==> src/rtl/vic_reg_loader.sv <==
// vic_reg_loader: optional video-RAM fill followed by a table-driven
// sequence of VIC-II register writes. Every write strobe (RAM word or
// register) is held for HOLD dot-clock cycles; each register write is
// preceded by one FETCH cycle that reads the 8-bit value from the table.
module vic_reg_loader #(
  parameter int          NREGS     = 47,
  parameter int          AW        = 6,
  parameter int          DW        = 12,
  parameter int          HOLD      = 8,
  parameter int          RAM_WORDS = 1000,
  parameter int          RAW       = 12,
  parameter int unsigned FILL_HI   = 4'h1
) (
  input  logic           dot_clk,
  input  logic           reset,
  input  logic           start,
  input  logic           fill_en,
  output logic [AW-1:0]  tbl_addr,
  input  logic [7:0]     tbl_data,
  output logic           cs,
  output logic           we,
  output logic [AW-1:0]  ai,
  output logic [DW-1:0]  dout,
  output logic           ram_we,
  output logic [RAW-1:0] ram_addr,
  output logic [DW-1:0]  ram_do,
  output logic           busy,
  output logic           done
);

  localparam int             HW       = (HOLD > 1) ? $clog2(HOLD) : 1;
  localparam logic [HW-1:0]  H_LAST   = HW'(HOLD - 1);
  localparam logic [AW-1:0]  J_LAST   = AW'(NREGS - 1);
  localparam logic [RAW-1:0] K_LAST   = RAW'((RAM_WORDS > 0) ? RAM_WORDS - 1 : 0);
  localparam logic [DW-1:0]  FILL_TOP = DW'(FILL_HI) << 8;
  localparam bit             FILL_OK  = (RAM_WORDS > 0);

  typedef enum logic [2:0] {IDLE, FILL, FETCH, WRITE, DONE} state_t;

  state_t         state, state_nxt;
  logic [HW-1:0]  hcnt;
  logic [RAW-1:0] k;
  logic [AW-1:0]  j;
  logic [DW-1:0]  do_q;
  logic [7:0]     k_lo;
  logic           hold_last;

  assign hold_last = (hcnt == H_LAST);
  assign k_lo      = 8'(k);
  assign tbl_addr  = j;
  assign ai        = j;
  assign dout      = do_q;
  assign ram_addr  = k;

  // State register; reset wins over any start seen in the same cycle.
  always_ff @(posedge dot_clk) begin
    if (reset) state <= IDLE;
    else       state <= state_nxt;
  end

  // Next-state decode and state-derived strobes.
  always_comb begin
    state_nxt = state;
    busy      = 1'b0;
    done      = 1'b0;
    cs        = 1'b0;
    we        = 1'b0;
    ram_we    = 1'b0;
    ram_do    = '0;
    case (state)
      IDLE, DONE: begin
        done = (state == DONE);
        if (start) state_nxt = (fill_en && FILL_OK) ? FILL : FETCH;
      end
      FILL: begin
        busy   = 1'b1;
        ram_we = 1'b1;
        ram_do = FILL_TOP | DW'(k_lo);
        if (hold_last && (k == K_LAST)) state_nxt = FETCH;
      end
      FETCH: begin
        busy      = 1'b1;
        state_nxt = WRITE;
      end
      WRITE: begin
        busy = 1'b1;
        cs   = 1'b1;
        we   = 1'b1;
        if (hold_last) state_nxt = (j == J_LAST) ? DONE : FETCH;
      end
      default: state_nxt = IDLE;
    endcase
  end

  // Word/register/hold counters and the captured register data.
  always_ff @(posedge dot_clk) begin
    if (reset) begin
      hcnt <= '0;
      k    <= '0;
      j    <= '0;
      do_q <= '0;
    end else begin
      case (state)
        IDLE, DONE: begin
          if (start) begin
            hcnt <= '0;
            k    <= '0;
            j    <= '0;
          end
        end
        FILL: begin
          if (hold_last) begin
            hcnt <= '0;
            if (k != K_LAST) k <= k + RAW'(1);
          end else begin
            hcnt <= hcnt + HW'(1);
          end
        end
        FETCH: begin
          do_q <= DW'(tbl_data);
          hcnt <= '0;
        end
        WRITE: begin
          if (hold_last) begin
            hcnt <= '0;
            if (j != J_LAST) j <= j + AW'(1);
          end else begin
            hcnt <= hcnt + HW'(1);
          end
        end
        default: ;
      endcase
    end
  end

endmodule
==> config.mk <==
export PLATFORM = sky130hd
export DESIGN_NAME = vic_reg_loader
export DESIGN_NICKNAME = d
export VERILOG_FILES = /design/src/rtl/vic_reg_loader.sv
export SDC_FILE = /design/constraint.sdc
export NUM_CORES = 1
export LEC_CHECK = 0
export ABC_AREA = 1
export BUFFER_PORTS_ARGS = -buffer_cell sky130_fd_sc_hd__buf_2
export CAP_MARGIN = 10
export CORE_MARGIN = 2
export CORE_UTILIZATION = 55
export CTS_CLUSTER_DIAMETER = 60
export DETAILED_ROUTE_END_ITERATION = 8
export HOLD_SLACK_MARGIN = 0.05
export PLACE_DENSITY = 0.92
export SLEW_MARGIN = 10
export SYNTH_ARGS = -nofsm -noshare
export SYNTH_HDL_FRONTEND = slang
export SYNTH_SLANG_ARGS = --single-unit
==> constraint.sdc <==
create_clock -name dot_clk -period 3.9 [get_ports dot_clk]
set_input_delay 0.78 -clock dot_clk [delete_from_list [all_inputs] [get_ports dot_clk]]
set_output_delay 0.78 -clock dot_clk [all_outputs]
set_load 0.01 [all_outputs]
Word level (Yosys, flattened, before mapping)
Index checks and enable logic that the tools add are counted.
Widths: inputs -> output; s select.

storage, ports and cells
  bits in registers = 32
  bits in latches = 0
  bits in writable memories = 0
  memory bits (read-only) = 0
  bits of input ports = 12
  output and inout port bits = 53
  logic and storage cells = 57
  memories = 0

operators by class
  add/sub/neg operators = 3
  multipliers = 0
  divide/modulo/power cells = 0
  magnitude comparators = 0
  eq/ne operators = 15
  shifts and indexed selects = 0
  multiplexer cells = 22
  bitwise gates (word level) = 0
  reduce and logical (&&, ||, !) cells = 12

operators by type and width
  cell                   count
  $mux 12                3
  $pmux 12 s2            1
  $mux 3                 6
  $mux 6                 3
  $add 12x1->12 const B  1
  $eq 12x10->1 const B   1
  $ne 12x10->1 const B   1
  $ne 2x2->1 const B     6
  $pmux 3 s4             1
  $pmux 6 s2             1
  $mux 9                 1
  $pmux 3 s3             1
  $reduce_and 4->1       2
  $add 6x1->6 const B    1
  $eq 3x2->1 const B     2
  $eq 3x3->1 const B     2
  $eq 6x6->1 const B     1
  $ne 6x6->1 const B     1
  $mux 1                 4
  $reduce_bool 2->1      2
  $reduce_or 2->1        2
  $add 3x1->3 const B    1
  $eq 3x1->1 const B     1
  $logic_not 3->1        1
  6 further kinds        6

Longest topological paths before layout
  word-level depth = 4
  gate-level depth with buffers = 11
  depth with buffers taken out = 11

Worst setup path before layout
No wires, ideal clock.

  kind = register to output
  from = register state[0]
  to = output ram_do[0]
  arrival time = 1.063 ns
  required time = 3.120 ns
  path slack = 2.057 ns
  stages on the path, launching flop included = 6
  buffers on the path = 1
  cells stage by stage = dfxtp_1 -> nand2_2 -> inv_2 -> nand2_1 -> buf_2 -> nor2_1

between the ends
  cells in the longest elaborated chain, start to end = 2

RTL lines
  element                 RTL line  RTL
  start, declared         40        state_t state, state_nxt;
  start signal, assigned  58        else state <= state_nxt;
  $eq 3x1->1              70        case (state)
  $mux 9                  70
  end, declared           26        output logic [DW-1:0] ram_do,

Every way passes these cells.

Final worst setup path
  from = register state[2]
  to = output ram_do[1]

Same word-level chain as after synthesis.

==> impl_metrics.json <==
{
  "status": "finished clean",
  "ys_top_cells_by_count": "nand2_1 (67), nor2_1 (50), nand3_1 (36), inv_1 (34), dfxtp_1 (32)",
  "ys_seq_area_share_pct": 32.06,
  "clockBufferDepth": 2,
  "slowest_delay_ns": 0.34,
  "gp_congestion": 0.9146,
  "yosys.area_share.simple_pct": 38.20,
  "place_inst": 393,
  "hp-class": "reg2reg",
  "cts_setup_buffers": 0,
  "netlist_area_um2": 1998,
  "cp_num_buf_inv": 3,
  "postSynth.asyncResetShare_pct": 0,
  "synth.distinct_cells": 28,
  "slew_headroom_pct": 66.72,
  "cpMaxStageDelayCell": "dfxtp_1",
  "post-synth-top-area-fraction_pct": 32.06,
  "power.density_nw_per_um2": 575.2,
  "cts_tree": "yes",
  "grt_max_degree": 22,
  "internal_power_uw": 686.8,
  "cts_buffers": 5,
  "synth_compound_area_share_pct": 9.080,
  "hpwl_mm": 3.332,
  "ant_nets": 0,
  "clkLatencyLatePin_ns": 0.33,
  "cts_resized": 0,
  "die_area_um2": 4131,
  "clkPwrFrac_pct": 16.0,
  "ys_ff_latch": 32,
  "rsz0062_at_grt": "no",
  "fp.dieW_um": 64.28,
  "drc": 0,
  "finalCriticalPeriod_ns": 2.603,
  "area_growth_pct": 12.71,
  "clkTransAtPathRegs_ns": 0.09,
  "dpl_worst_slack_ns": 1.652,
  "hold_viol": 0,
  "max-vdd-ir-drop_mv": 0.3416,
  "muxShareOfSynthArea_pct": 0,
  "drt_wl_total_mm": 4.409,
  "grt_use_total_pct": 22.63,
  "holdCritStartpoint": "dout[1]$_SDFFE_PP0P_",
  "crit_type": "reg2out",
  "final_layout_size_suffix_gt1_share_pct": 22.88,
  "p_leak_nw": 1.114,
  "firstDrtPassIters": 4,
  "post-synth-top-count-cell": "nand2_1",
  "wl_per_cell_um": 11.02,
  "synth.area.top_cells": "dfxtp_1 (32%), nand2_1 (13%), nor2_1 (9.4%)",
  "coreArea_um2": 3416,
  "drv_cap": 0,
  "synth_top_family_by_area": "simple AND/OR/NAND/NOR gates",
  "synthCells": 307,
  "p_sw_uw": 608.5,
  "holdBufCountCts": 0,
  "seq_power_share_pct": 34.4,
  "rows": 21,
  "grt.overflow.total": 0,
  "vias": 2063,
  "antenna_found_initial": 0,
  "finalNetCount": 371,
  "start_util_pct": 58.50,
  "arrival_ns": 1.82,
  "placedInstanceArea_um2": 2187,
  "antenna_cells": 0,
  "cp_max_fo": 15,
  "r2r-end": "ram_addr[11]$_SDFFE_PP0P_",
  "critPathTopFamily": "simple AND/OR/NAND/NOR gates",
  "synth_edf_count": 0,
  "clock_skew_ns": 0.008514,
  "cts_root_buf": "clkbuf_4",
  "synth-adder-area-share_pct": 3.131,
  "grt_pass1_vias": 1776,
  "h-tree-depth": 2,
  "grt_pass1_wl_mm": 7.458,
  "switching_share_pct": 46.98,
  "reg2reg_slack_ns": 1.97,
  "die_h_um": 64.28,
  "worstPathCellList": "inv_1 > nand2_2 > inv_2 > nand2_1 > nor2_1 > buf_2",
  "stdcell_area_um2": 2252,
  "synth_top_cell_by_area": "dfxtp_1",
  "ys.flop_type": "dfxtp_1",
  "layout_setup_ws_ns": 1.297,
  "io_pins": 65,
  "hold_end": "dout[1]$_SDFFE_PP0P_",
  "viasPerCell": 5.158,
  "fin_cells": 400,
  "pwr-share-comb_pct": 49.5,
  "post-route-period-util_pct": 66.73,
  "tightestPinTransition_ns": 0.4954,
  "fmax_mhz": 384.2,
  "rr_worst_depth": 9,
  "endpoint_kind": "primary output",
  "r2r_start": "state[2]$_SDFFE_PP0P_",
  "cp-start-kind": "flop",
  "worstPathRequired_ns": 3.12,
  "yosysWarnings": 0,
  "synthXorXnorAreaFrac_pct": 1.315,
  "io_buffers": 57,
  "setup_viol": 0,
  "tns_ns": 0,
  "slew_viol_final": 0,
  "drtIter0Drc": 177,
  "min_path_cells": 2,
  "clkSinkCount": 32,
  "synth_area_per_cell_um2": 6.509
}
## power groups by stage
stage / clock, mW / sequential, mW / combinational, mW
finish: 0.208 / 0.446 / 0.642
global route: 0.227 / 0.456 / 0.730
CTS: 0.212 / 0.446 / 0.641
detailed placement: 0 / 0.453 / 0.638
global placement: 0 / 0.450 / 0.626
floorplan: 0 / 0.463 / 0.528
## sequential cells by signal, indices dropped and copies added (netlist names)
signal    count
state         3
hcnt          3
ai            6
dout          8
ram_addr     12
## layout by cell type (no fill, tap or decap), types with 5 or more instances in the layout
cell type / Yosys / final
nand2_1: 67 / 67
buf_2: 1 / 57
nor2_1: 50 / 50
nand3_1: 36 / 36
inv_1: 34 / 34
dfxtp_1: 32 / 32
a21oi_1: 20 / 20
o21ai_0: 10 / 10
nand2_2: 7 / 7
conb_1: 1 / 7
ha_1: 5 / 5
clkbuf_4: 0 / 5
## tightest hold or removal path: stages (launching register included)
cell and delay [ns]:
dfxtp_1 0.32, nand2_1 0.06, a21oi_1 0.05
## worst max-delay path by stage
stage                          startpoint        end  cells after the start
finish              state[2]$_SDFFE_PP0P_  ram_do[1]                      6
global route        state[2]$_SDFFE_PP0P_  ram_do[3]                      6
CTS                 state[2]$_SDFFE_PP0P_  ram_do[1]                      6
detailed placement  state[2]$_SDFFE_PP0P_  ram_do[1]                      6
global placement    state[2]$_SDFFE_PP0P_  ram_do[2]                      6
floorplan           state[0]$_SDFFE_PP0P_  ram_do[0]                      5
## kinds of logic (layout without fill, tap and decap cells)
| group | Yosys count | in the layout |
|---|---|---|
| compound gates | 33 | 33 |
| xor+xnor | 3 | 3 |
| buf+inv | 60 | 101 |
| simple gates | 173 | 173 |
| other cells | 1 | 7 |
| fa+ha+maj | 5 | 5 |
| flops | 32 | 32 |
## layout make-up
cell class	instances	area, um^2
Clock buffer	7	65.06
Fill cell	325	1164
Inverter	37	143.9
Multi-Input combinational cell	221	1060
Sequential cell	32	640.6
Tap cell	46	57.56
Timing Repair Buffer	57	285.3
## metrics by stage
step	power [mW]	util, %	hold slack, ns
global route	1.413	65.93	0.4822
finish	1.295	65.93	0.4669
CTS	1.299	65.93	0.4729
detailed placement	1.091	64.03	0.4580
global placement	1.076	64.03	0.4495
floorplan	0.9903	-	0.4439
## per-layer routing
| layer | part of all wire, % | GRT usage [%] | vias to the layer above |
|---|---|---|---|
| met4 | 1.7 | 8.777 | 0 |
| met3 | 6.9 | 4.930 | 10 |
| li1 | - | - | 1041 |
| met2 | 48 | 39.97 | 71 |
| met1 | 43 | 26.53 | 941 |
| met5 | 0 | 0 | - |
Note: power is estimated with default switching activity, not from simulation.
